`src/rtl/z80fi_tracer_if.sv`:
```
// Z80FI tracer bus: core-side observation inputs and trace record outputs.
// z80fi_error is present only when Z80FI_TRACER_ERR_EN is defined.
interface z80fi_tracer_if;
  logic        insn_start;
  logic        insn_byte_valid;
  logic [7:0]  insn_byte;
  logic        insn_done;
  logic [7:0]  core_reg_a;
  logic [7:0]  core_reg_b;
  logic [7:0]  core_reg_c;
  logic [7:0]  core_reg_d;
  logic [7:0]  core_reg_e;
  logic [7:0]  core_reg_h;
  logic [7:0]  core_reg_l;
  logic [15:0] core_reg_ip;

  logic        z80fi_valid;
  logic [31:0] z80fi_insn;
  logic [2:0]  z80fi_insn_len;
  logic [7:0]  z80fi_reg_a_in;
  logic [7:0]  z80fi_reg_b_in;
  logic [7:0]  z80fi_reg_c_in;
  logic [7:0]  z80fi_reg_d_in;
  logic [7:0]  z80fi_reg_e_in;
  logic [7:0]  z80fi_reg_h_in;
  logic [7:0]  z80fi_reg_l_in;
  logic [15:0] z80fi_reg_ip_in;
  logic [7:0]  z80fi_reg_a_out;
  logic [7:0]  z80fi_reg_b_out;
  logic [7:0]  z80fi_reg_c_out;
  logic [7:0]  z80fi_reg_d_out;
  logic [7:0]  z80fi_reg_e_out;
  logic [7:0]  z80fi_reg_h_out;
  logic [7:0]  z80fi_reg_l_out;
  logic [15:0] z80fi_reg_ip_out;
`ifdef Z80FI_TRACER_ERR_EN
  logic        z80fi_error;
`endif

  modport master (
    output insn_start, insn_byte_valid, insn_byte, insn_done,
    output core_reg_a, core_reg_b, core_reg_c, core_reg_d,
    output core_reg_e, core_reg_h, core_reg_l, core_reg_ip,
`ifdef Z80FI_TRACER_ERR_EN
    input  z80fi_error,
`endif
    input  z80fi_valid, z80fi_insn, z80fi_insn_len,
    input  z80fi_reg_a_in, z80fi_reg_b_in, z80fi_reg_c_in,
    input  z80fi_reg_d_in, z80fi_reg_e_in, z80fi_reg_h_in,
    input  z80fi_reg_l_in, z80fi_reg_ip_in,
    input  z80fi_reg_a_out, z80fi_reg_b_out, z80fi_reg_c_out,
    input  z80fi_reg_d_out, z80fi_reg_e_out, z80fi_reg_h_out,
    input  z80fi_reg_l_out, z80fi_reg_ip_out
  );

  modport slave (
    input  insn_start, insn_byte_valid, insn_byte, insn_done,
    input  core_reg_a, core_reg_b, core_reg_c, core_reg_d,
    input  core_reg_e, core_reg_h, core_reg_l, core_reg_ip,
`ifdef Z80FI_TRACER_ERR_EN
    output z80fi_error,
`endif
    output z80fi_valid, z80fi_insn, z80fi_insn_len,
    output z80fi_reg_a_in, z80fi_reg_b_in, z80fi_reg_c_in,
    output z80fi_reg_d_in, z80fi_reg_e_in, z80fi_reg_h_in,
    output z80fi_reg_l_in, z80fi_reg_ip_in,
    output z80fi_reg_a_out, z80fi_reg_b_out, z80fi_reg_c_out,
    output z80fi_reg_d_out, z80fi_reg_e_out, z80fi_reg_h_out,
    output z80fi_reg_l_out, z80fi_reg_ip_out
  );
endinterface

```
`src/rtl/z80fi_tracer.sv`:
```
// Z80FI instruction tracer: collects bytes and register snapshots per insn.
// Optional sticky protocol-error flag under Z80FI_TRACER_ERR_EN.
module z80fi_tracer (
  input logic           clk,
  input logic           reset,
  z80fi_tracer_if.slave bus
);
  typedef enum logic [1:0] {IDLE, COLLECT, EMIT} state_t;

  state_t      r_state;
  logic        r_chain;
  logic [31:0] r_buf;
  logic [2:0]  r_len;
  logic [71:0] r_in_sh;
  logic        r_valid;
  logic [31:0] r_insn;
  logic [2:0]  r_rlen;
  logic [71:0] r_rin;
  logic [71:0] r_rout;

  logic [71:0] w_core;
  logic        w_open;
  logic        w_take;
  logic        w_full;
  logic        w_emit;
  logic [31:0] w_buf_n;
  logic [2:0]  w_len_n;

  assign w_core = {bus.core_reg_a, bus.core_reg_b, bus.core_reg_c,
                   bus.core_reg_d, bus.core_reg_e, bus.core_reg_h,
                   bus.core_reg_l, bus.core_reg_ip};

  // EMIT of a chained record still has the next record open
  assign w_open = (r_state == COLLECT) ||
                  ((r_state == EMIT) && r_chain);
  assign w_take = w_open && bus.insn_byte_valid && !bus.insn_start;
  assign w_full = r_len[2];
  assign w_emit = w_open && bus.insn_done;

  always_comb begin
    w_buf_n = r_buf;
    w_len_n = r_len;
    if (w_take && !w_full) begin
      w_buf_n[8*r_len[1:0] +: 8] = bus.insn_byte;
      w_len_n = r_len + 3'd1;
    end
  end

  always_ff @(posedge clk or posedge reset) begin
    if (reset) begin
      r_state <= IDLE;
      r_chain <= 1'b0;
      r_buf   <= '0;
      r_len   <= '0;
      r_in_sh <= '0;
      r_valid <= 1'b0;
      r_insn  <= '0;
      r_rlen  <= '0;
      r_rin   <= '0;
      r_rout  <= '0;
    end else begin
      r_valid <= w_emit;
      if (w_emit) begin
        r_insn  <= w_buf_n;
        r_rlen  <= w_len_n;
        r_rin   <= r_in_sh;
        r_rout  <= w_core;
        r_chain <= bus.insn_start;
      end
      // a byte in the start cycle belongs to the new record
      if (bus.insn_start) begin
        r_in_sh <= w_core;
        r_buf   <= bus.insn_byte_valid ? {24'h0, bus.insn_byte} : 32'h0;
        r_len   <= bus.insn_byte_valid ? 3'd1 : 3'd0;
      end else begin
        r_buf   <= w_buf_n;
        r_len   <= w_len_n;
      end
      if (w_emit)
        r_state <= EMIT;
      else if (bus.insn_start)
        r_state <= COLLECT;
      else if (r_state == EMIT)
        r_state <= r_chain ? COLLECT : IDLE;
    end
  end

`ifdef Z80FI_TRACER_ERR_EN
  logic r_err;
  logic w_err;

  assign w_err = (w_take && w_full) ||
                 (bus.insn_start && w_open && !bus.insn_done) ||
                 (bus.insn_done && !w_open) ||
                 (w_emit && (w_len_n == 3'd0));

  always_ff @(posedge clk or posedge reset) begin
    if (reset)
      r_err <= 1'b0;
    else if (w_err)
      r_err <= 1'b1;
  end

  assign bus.z80fi_error = r_err;
`endif

  assign bus.z80fi_valid      = r_valid;
  assign bus.z80fi_insn       = r_insn;
  assign bus.z80fi_insn_len   = r_rlen;
  assign bus.z80fi_reg_a_in   = r_rin[71:64];
  assign bus.z80fi_reg_b_in   = r_rin[63:56];
  assign bus.z80fi_reg_c_in   = r_rin[55:48];
  assign bus.z80fi_reg_d_in   = r_rin[47:40];
  assign bus.z80fi_reg_e_in   = r_rin[39:32];
  assign bus.z80fi_reg_h_in   = r_rin[31:24];
  assign bus.z80fi_reg_l_in   = r_rin[23:16];
  assign bus.z80fi_reg_ip_in  = r_rin[15:0];
  assign bus.z80fi_reg_a_out  = r_rout[71:64];
  assign bus.z80fi_reg_b_out  = r_rout[63:56];
  assign bus.z80fi_reg_c_out  = r_rout[55:48];
  assign bus.z80fi_reg_d_out  = r_rout[47:40];
  assign bus.z80fi_reg_e_out  = r_rout[39:32];
  assign bus.z80fi_reg_h_out  = r_rout[31:24];
  assign bus.z80fi_reg_l_out  = r_rout[23:16];
  assign bus.z80fi_reg_ip_out = r_rout[15:0];
endmodule

```
`src/flat_wrapper.sv`:
```
// flat-port wrapper written by rule: the top's interface ports become plain ports
module z80fi_tracer_flat 
  (clk, reset, bus_insn_start, bus_insn_byte_valid, bus_insn_byte, bus_insn_done, bus_core_reg_a, bus_core_reg_b, bus_core_reg_c, bus_core_reg_d, bus_core_reg_e, bus_core_reg_h, bus_core_reg_l, bus_core_reg_ip, bus_z80fi_valid, bus_z80fi_insn, bus_z80fi_insn_len, bus_z80fi_reg_a_in, bus_z80fi_reg_b_in, bus_z80fi_reg_c_in, bus_z80fi_reg_d_in, bus_z80fi_reg_e_in, bus_z80fi_reg_h_in, bus_z80fi_reg_l_in, bus_z80fi_reg_ip_in, bus_z80fi_reg_a_out, bus_z80fi_reg_b_out, bus_z80fi_reg_c_out, bus_z80fi_reg_d_out, bus_z80fi_reg_e_out, bus_z80fi_reg_h_out, bus_z80fi_reg_l_out, bus_z80fi_reg_ip_out);
  z80fi_tracer_if bus_i ();
  input logic clk;
  input logic reset;
  input wire logic [$bits(bus_i.insn_start)-1:0] bus_insn_start;
  input wire logic [$bits(bus_i.insn_byte_valid)-1:0] bus_insn_byte_valid;
  input wire logic [$bits(bus_i.insn_byte)-1:0] bus_insn_byte;
  input wire logic [$bits(bus_i.insn_done)-1:0] bus_insn_done;
  input wire logic [$bits(bus_i.core_reg_a)-1:0] bus_core_reg_a;
  input wire logic [$bits(bus_i.core_reg_b)-1:0] bus_core_reg_b;
  input wire logic [$bits(bus_i.core_reg_c)-1:0] bus_core_reg_c;
  input wire logic [$bits(bus_i.core_reg_d)-1:0] bus_core_reg_d;
  input wire logic [$bits(bus_i.core_reg_e)-1:0] bus_core_reg_e;
  input wire logic [$bits(bus_i.core_reg_h)-1:0] bus_core_reg_h;
  input wire logic [$bits(bus_i.core_reg_l)-1:0] bus_core_reg_l;
  input wire logic [$bits(bus_i.core_reg_ip)-1:0] bus_core_reg_ip;
  output wire logic [$bits(bus_i.z80fi_valid)-1:0] bus_z80fi_valid;
  output wire logic [$bits(bus_i.z80fi_insn)-1:0] bus_z80fi_insn;
  output wire logic [$bits(bus_i.z80fi_insn_len)-1:0] bus_z80fi_insn_len;
  output wire logic [$bits(bus_i.z80fi_reg_a_in)-1:0] bus_z80fi_reg_a_in;
  output wire logic [$bits(bus_i.z80fi_reg_b_in)-1:0] bus_z80fi_reg_b_in;
  output wire logic [$bits(bus_i.z80fi_reg_c_in)-1:0] bus_z80fi_reg_c_in;
  output wire logic [$bits(bus_i.z80fi_reg_d_in)-1:0] bus_z80fi_reg_d_in;
  output wire logic [$bits(bus_i.z80fi_reg_e_in)-1:0] bus_z80fi_reg_e_in;
  output wire logic [$bits(bus_i.z80fi_reg_h_in)-1:0] bus_z80fi_reg_h_in;
  output wire logic [$bits(bus_i.z80fi_reg_l_in)-1:0] bus_z80fi_reg_l_in;
  output wire logic [$bits(bus_i.z80fi_reg_ip_in)-1:0] bus_z80fi_reg_ip_in;
  output wire logic [$bits(bus_i.z80fi_reg_a_out)-1:0] bus_z80fi_reg_a_out;
  output wire logic [$bits(bus_i.z80fi_reg_b_out)-1:0] bus_z80fi_reg_b_out;
  output wire logic [$bits(bus_i.z80fi_reg_c_out)-1:0] bus_z80fi_reg_c_out;
  output wire logic [$bits(bus_i.z80fi_reg_d_out)-1:0] bus_z80fi_reg_d_out;
  output wire logic [$bits(bus_i.z80fi_reg_e_out)-1:0] bus_z80fi_reg_e_out;
  output wire logic [$bits(bus_i.z80fi_reg_h_out)-1:0] bus_z80fi_reg_h_out;
  output wire logic [$bits(bus_i.z80fi_reg_l_out)-1:0] bus_z80fi_reg_l_out;
  output wire logic [$bits(bus_i.z80fi_reg_ip_out)-1:0] bus_z80fi_reg_ip_out;
  assign bus_i.insn_start = bus_insn_start;
  assign bus_i.insn_byte_valid = bus_insn_byte_valid;
  assign bus_i.insn_byte = bus_insn_byte;
  assign bus_i.insn_done = bus_insn_done;
  assign bus_i.core_reg_a = bus_core_reg_a;
  assign bus_i.core_reg_b = bus_core_reg_b;
  assign bus_i.core_reg_c = bus_core_reg_c;
  assign bus_i.core_reg_d = bus_core_reg_d;
  assign bus_i.core_reg_e = bus_core_reg_e;
  assign bus_i.core_reg_h = bus_core_reg_h;
  assign bus_i.core_reg_l = bus_core_reg_l;
  assign bus_i.core_reg_ip = bus_core_reg_ip;
  assign bus_z80fi_valid = bus_i.z80fi_valid;
  assign bus_z80fi_insn = bus_i.z80fi_insn;
  assign bus_z80fi_insn_len = bus_i.z80fi_insn_len;
  assign bus_z80fi_reg_a_in = bus_i.z80fi_reg_a_in;
  assign bus_z80fi_reg_b_in = bus_i.z80fi_reg_b_in;
  assign bus_z80fi_reg_c_in = bus_i.z80fi_reg_c_in;
  assign bus_z80fi_reg_d_in = bus_i.z80fi_reg_d_in;
  assign bus_z80fi_reg_e_in = bus_i.z80fi_reg_e_in;
  assign bus_z80fi_reg_h_in = bus_i.z80fi_reg_h_in;
  assign bus_z80fi_reg_l_in = bus_i.z80fi_reg_l_in;
  assign bus_z80fi_reg_ip_in = bus_i.z80fi_reg_ip_in;
  assign bus_z80fi_reg_a_out = bus_i.z80fi_reg_a_out;
  assign bus_z80fi_reg_b_out = bus_i.z80fi_reg_b_out;
  assign bus_z80fi_reg_c_out = bus_i.z80fi_reg_c_out;
  assign bus_z80fi_reg_d_out = bus_i.z80fi_reg_d_out;
  assign bus_z80fi_reg_e_out = bus_i.z80fi_reg_e_out;
  assign bus_z80fi_reg_h_out = bus_i.z80fi_reg_h_out;
  assign bus_z80fi_reg_l_out = bus_i.z80fi_reg_l_out;
  assign bus_z80fi_reg_ip_out = bus_i.z80fi_reg_ip_out;
  z80fi_tracer u_core (.clk(clk), .reset(reset), .bus(bus_i));
endmodule
```
`config.mk`:
```
export PLATFORM = sky130hd
export DESIGN_NAME = z80fi_tracer_flat
export DESIGN_NICKNAME = d
export VERILOG_FILES = /design/src/rtl/z80fi_tracer_if.sv /design/src/rtl/z80fi_tracer.sv /design/src/flat_wrapper.sv
export SDC_FILE = /design/constraint.sdc
export NUM_CORES = 1
export LEC_CHECK = 0
export ABC_AREA = 1
export CAP_MARGIN = 25
export CORE_ASPECT_RATIO = 0.7
export CORE_MARGIN = 2
export CORE_UTILIZATION = 54
export DETAILED_ROUTE_END_ITERATION = 10
export PLACE_DENSITY_LB_ADDON = 0.2
export SLEW_MARGIN = 20
export SYNTH_ARGS = -nofsm -noshare
export SYNTH_HDL_FRONTEND = slang
export SYNTH_SLANG_ARGS = --single-unit
export TNS_END_PERCENT = 10
```
`constraint.sdc`:
```
create_clock -name clk -period 14.3 [get_ports clk]
set_input_delay 2.145 -clock clk [delete_from_list [all_inputs] [get_ports clk]]
set_output_delay 2.145 -clock clk [all_outputs]
set_load 0.03 [all_outputs]
```
# Word level (Yosys, flattened, before mapping)
# Index checks and enable logic that the tools add are counted.
dict set report totals {
  ff_bits 290
  latch_bits 0
  ram_bits 0
  romBits 0
  in_bits 85
  out_inout_bits 180
  wordCells 36
  mem_count 0
}
dict set report classes {
  n_addsub 2
  n_mul 0
  n_div 0
  order_cmp 0
  eq_ne 2
  shift 2
  mux 11
  bitwise_logic 0
  reduce_logical 9
}
# op count
set ops {}
lappend ops {{$mux W32} 2}
lappend ops {{$neg A5 Y34} 1}
lappend ops {{$shift A8 B34 Y32 const A} 1}
lappend ops {{$shiftx A8 B34 Y32} 1}
lappend ops {{$bwmux W32} 1}
lappend ops {{$mux W8} 1}
lappend ops {{$mux W2} 3}
lappend ops {{$mux W3} 2}
lappend ops {{$logic_and A1 B1 Y1} 5}
lappend ops {{$add A3 B1 Y3 const B} 1}
lappend ops {{$reduce_bool A3 Y1} 1}
lappend ops {{$eq A2 B1 Y1 const B} 1}
lappend ops {{$eq A2 B2 Y1 const B} 1}
lappend ops {{$logic_not A1 Y1} 2}
lappend ops {{$mux W1} 2}
lappend ops {{$logic_or A1 B1 Y1} 1}

# Logic depth before layout (Yosys ltp)
dict set report logic_depth {
  ltp_word 8
  depth_mapped 11
  depth_no_buf 10
}

# Worst setup path after synthesis
# Ideal clock, no wire load.
dict set report synth_timing {
  kind {input to register}
  from {in bus_insn_start}
  to {reg u_core.r_insn[11] (netlist: u_core.bus.z80fi_insn[11])}
  arrival_ns 2.956
  t_required_ns 14.183
  path_slack_ns 11.226
  path_stages 8
  n_path_buf 2
  path_cell_list {buf_2 -> inv_2 -> nand3_2 -> a21oi_4 -> buf_4 -> nand2_1 -> nand3_1 -> nand2_1}
}
dict set report synth_between {
  elab_chain_cells 4
}
# element line_no
set synth_lines {}
lappend synth_lines {{start, declared} flat_wrapper.sv:7} ;# input wire logic [$bits(bus_i.insn_start)-1:0] bus_insn_start;
lappend synth_lines {{$logic_not A1 Y1} z80fi_tracer.sv:36} ;# assign w_take = w_open && bus.insn_byte_valid && !bus.insn_start;
lappend synth_lines {{$logic_and A1 B1 Y1} z80fi_tracer.sv:36}
lappend synth_lines {{$logic_and A1 B1 Y1} z80fi_tracer.sv:43} ;# if (w_take && !w_full) begin
lappend synth_lines {{$mux W32} z80fi_tracer.sv:43}
lappend synth_lines {{end signal, assigned} z80fi_tracer.sv:64} ;# r_insn <= w_buf_n;
lappend synth_lines {{end, declared} z80fi_tracer.sv:16} ;# logic [31:0] r_insn;
# Every way passes these cells.
# A chain may end at the register's enable or synchronous reset.

# Worst setup path after layout
dict set report layout_timing {
  from {in bus_insn_done}
  to {reg u_core.r_insn[5] (netlist: u_core.bus.z80fi_insn[5])}
}
dict set report layout_between {
  elab_chain_cells 1
}
# element line_no
set layout_lines {}
lappend layout_lines {{start, declared} flat_wrapper.sv:10} ;# input wire logic [$bits(bus_i.insn_done)-1:0] bus_insn_done;
lappend layout_lines {{$logic_and A1 B1 Y1} z80fi_tracer.sv:38} ;# assign w_emit = w_open && bus.insn_done;
# Every way passes these cells.

==> run metrics <==
Mapped Area=approximately 12,000 um^2; layout cells sized above 1=3.81%; # DRC=0; Hold Path Cell Cnt=2; PwrDens=around 220 nW/um^2; unrepaired setup endpoints after global routing=no; root buf cell=clkbuf_16; final hold vios=0; die height=roughly 130 um; Warnings, synthesis=0; DRT iter0 DRCs=719; CP delay by family, top=buffers and inverters; CP cell instances=clkdlybuf4s50_1 > nand2_8 > clkinv_2 > buf_4 > nand3_1 > nand2_1; fin crit share=a little under a third; xor and xnor fraction of the mapped netlist area=0%; Worst Path Arrival=4920 ps; Worst path slowest cell=clkinv_2; mux share of post-synthesis cell area=0%; GRT Total Usage=between 20% and 30%; Max Freq=about 220 MHz; syn nets=around 1,500; flop and latch count out of synthesis=290; cell with the most instances after synthesis=nand2_1; fin util=between 70% and 80%; compound-cell area share of the yosys netlist=between 6 and 7%; synth cell count leaders=nand2_1, dfrtp_1, o21ai_0; Setup violations, final=0; CP Capture Type=register; Post-DP HPWL=between 15,000 and 20,000 um; Max FO, Critical Path=about 150; I/O Pins=about 270; Post-CTS Setup Bufs=0; Slew @ Worst Pin=around 1000 ps; Die Wd=roughly 180 um; Post-synth EDFFs=0; CTS tree=built; cts bufs inserted=29; # rows=45; Worst R2R Path Depth=8; Post-Synthesis Cells=approximately 1,400; die area=between 20,000 and 25,000 um^2; n_diodes=0; Synth Area in Simple Gates=between 20% and 30%; Area Growth Syn to Fin=30.9%; Hold Slack=between 400 and 500 ps; clock slew at reported path FFs=roughly 60 ps; CTS max path bufs=3; clock sink count=290; Inst Count DP=between 1,500 and 2,000; Total Wirelength=29,500 um; Min-Delay Path Class=reg -> reg; CTS Hold Bufs=0; largest family of logic cells by synthesized area=simple AND/OR/NAND/NOR gates; synth top area cells=dfrtp_1, nand2_1, o21ai_0; worst vdd ir=between 150 and 200 uV; 1st-pass router iterations=5; Largest stage delay, worst path=670 ps; cell taking the most area after synthesis=dfrtp_1; post-synth top area share=between 60 and 70%; Overflow after GRT=0; initial antenna violation count=0; max-cap violations=0; Vias=around 10,000; WP data required=about 15,000 ps; critical setup path kind=in -> reg; I/O Buffers=264; adder-cell share of the synthesized area=less than 1%; Slew Limit Headroom=between 30% and 40%; first-pass GRT wire length=slightly below 50,000 um; number of nets in the layout=1,700; Setup WS post-layout=around 9800 ps; post-layout instance count excluding filler cells=1,911; largest net degree at the start of global routing=between 100 and 150; crit path buf inv count=3; vias in the first global route=between 9,000 and 10,000; post-CTS sizing=0; flop-to-flop setup slack=11,210 ps; vias per std cell=just over 5; core box area=around 22,000 um^2; hold path startpoint=u_core.bus.z80fi_insn[25]; ys flop type=dfrtp_1; outcome=complete, no violations; worst-skew pair later-pin latency=~540 ps; Hold Path Sink=u_core.bus.z80fi_insn[25]; sequential cell area fraction in the yosys report=roughly three fifths; Initial Utilization=roughly 55%; H-tree depth=1; Period minus WS final=4490 ps; wire per inst=approximately 15 um; reg2reg end=u_core.bus.z80fi_insn[5]; fin. max-slew vios=0; CP Launch Type=primary input; gpl congestion=between 0.8 and 0.9; FFs w/ async S/R, synth=100%; Antenna Nets Post-Route=0; pre-CTS setup slack=9260 ps; Reg2Reg Launch Point=u_core.r_state[1]; skew final=~18 ps; setup_tns=0 ps; Pleak=~7.8 nW; Distinct cells, synth=18; Syn Area/Cell=8.59 um^2
placed cells by master (no fill, tap or decap):
cell type | netlist | final
buf_4 | 8 | 6
nand2_2 | 3 | 2
dfrtp_1 | 290 | 290
o31ai_1 | 1 | 1
nor2_1 | 54 | 54
clkbuf_1 | 24 | 7
clkdlybuf4s50_1 | 0 | 263
clkbuf_16 | 0 | 29
a31oi_1 | 1 | 1
nand2_1 | 596 | 596
bufinv_16 | 0 | 1
a21oi_1 | 8 | 8
o21ai_0 | 146 | 146
clkinv_4 | 0 | 1
clkinvlp_4 | 0 | 1
inv_8 | 0 | 1
clkinv_2 | 0 | 5
buf_16 | 0 | 2
nand2_8 | 0 | 1
nand3_1 | 63 | 63
a21oi_4 | 1 | 1
inv_1 | 134 | 133
nand3_2 | 2 | 2
ha_1 | 5 | 5
clkbuf_8 | 0 | 7
inv_2 | 4 | 3
registers in the layout (all words and copies together) (netlist names):
register and cells:
u_core.bus.z80fi_insn 32, u_core.bus.z80fi_insn_len 3, u_core.bus.z80fi_valid 1, u_core.r_buf 32, u_core.r_chain 1, u_core.r_in_sh 72
u_core.r_len 3, u_core.r_rin 72, u_core.r_rout 72, u_core.r_state 2
through the flow:
stage | total power, mW | area, um^2
after global routing | 3.58 | 15500
final | 3.39 | 15500
after CTS | 3.41 | 15400
after detailed placement | 2.67 | 14500
after global placement | 2.64 | 14500
after floorplan | 2.08 | 11800
worst register-to-register path, delay by kind of cell, from the launching register on:
family | cells | cell delay (ps)
and+or+nand+nor | 5 | 1290
DFF | 1 | 390
buffers and inverters | 3 | 1310
kinds of logic (layout without fill, tap and decap cells):
| logic type | Yosys count | count (layout) |
|---|---|---|
| AND/OR/NAND/NOR | 718 | 718 |
| flip-flops | 290 | 290 |
| buffers and inverters | 205 | 459 |
| AO/OA/AOI/OAI | 157 | 157 |
| adder cells (fa/ha/maj) | 5 | 5 |
where the power goes:
part | internal (mW) | switching (mW) | total, mW
Combinational | 0.528 | 0.912 | 1.44
Sequential | 1.08 | 0.142 | 1.22
Clock | 0.425 | 0.305 | 0.730
worst max path at each step:
stage / startpoint / to / slack, ps / cells after the start
2_1_floorplan: reset / u_core.bus.z80fi_insn[0] / 4150 / 1
3_3_place_gp: bus_insn_done / u_core.bus.z80fi_insn[10] / 9320 / 6
3_5_place_dp: bus_insn_done / u_core.bus.z80fi_insn[5] / 9260 / 6
4_1_cts: bus_insn_done / u_core.bus.z80fi_insn[18] / 9840 / 6
5_1_grt: bus_insn_done / u_core.bus.z80fi_insn[6] / 9580 / 6
6_report: bus_insn_done / u_core.bus.z80fi_insn[5] / 9810 / 6
area by class of cell:
type                       count  area (um^2)
clock inverter                 7         66.3
tap                          282          353
clock buffer                  43          848
multi-input combinational    880         3670
inverter                     138          527
fill                        1667         6110
sequential                   290         7260
timing repair buffer         271         2730
layer usage:
metal | track usage [%] | vias up | wire [um]
li1 | - | 4681 | -
met1 | 37.4 | 4658 | 12900
met2 | 40.3 | 365 | 13400
met3 | 6.25 | 40 | 2630
met4 | 5.88 | 0 | 609
met5 | 0 | - | 0
Note: power is estimated with default switching activity, not from simulation.
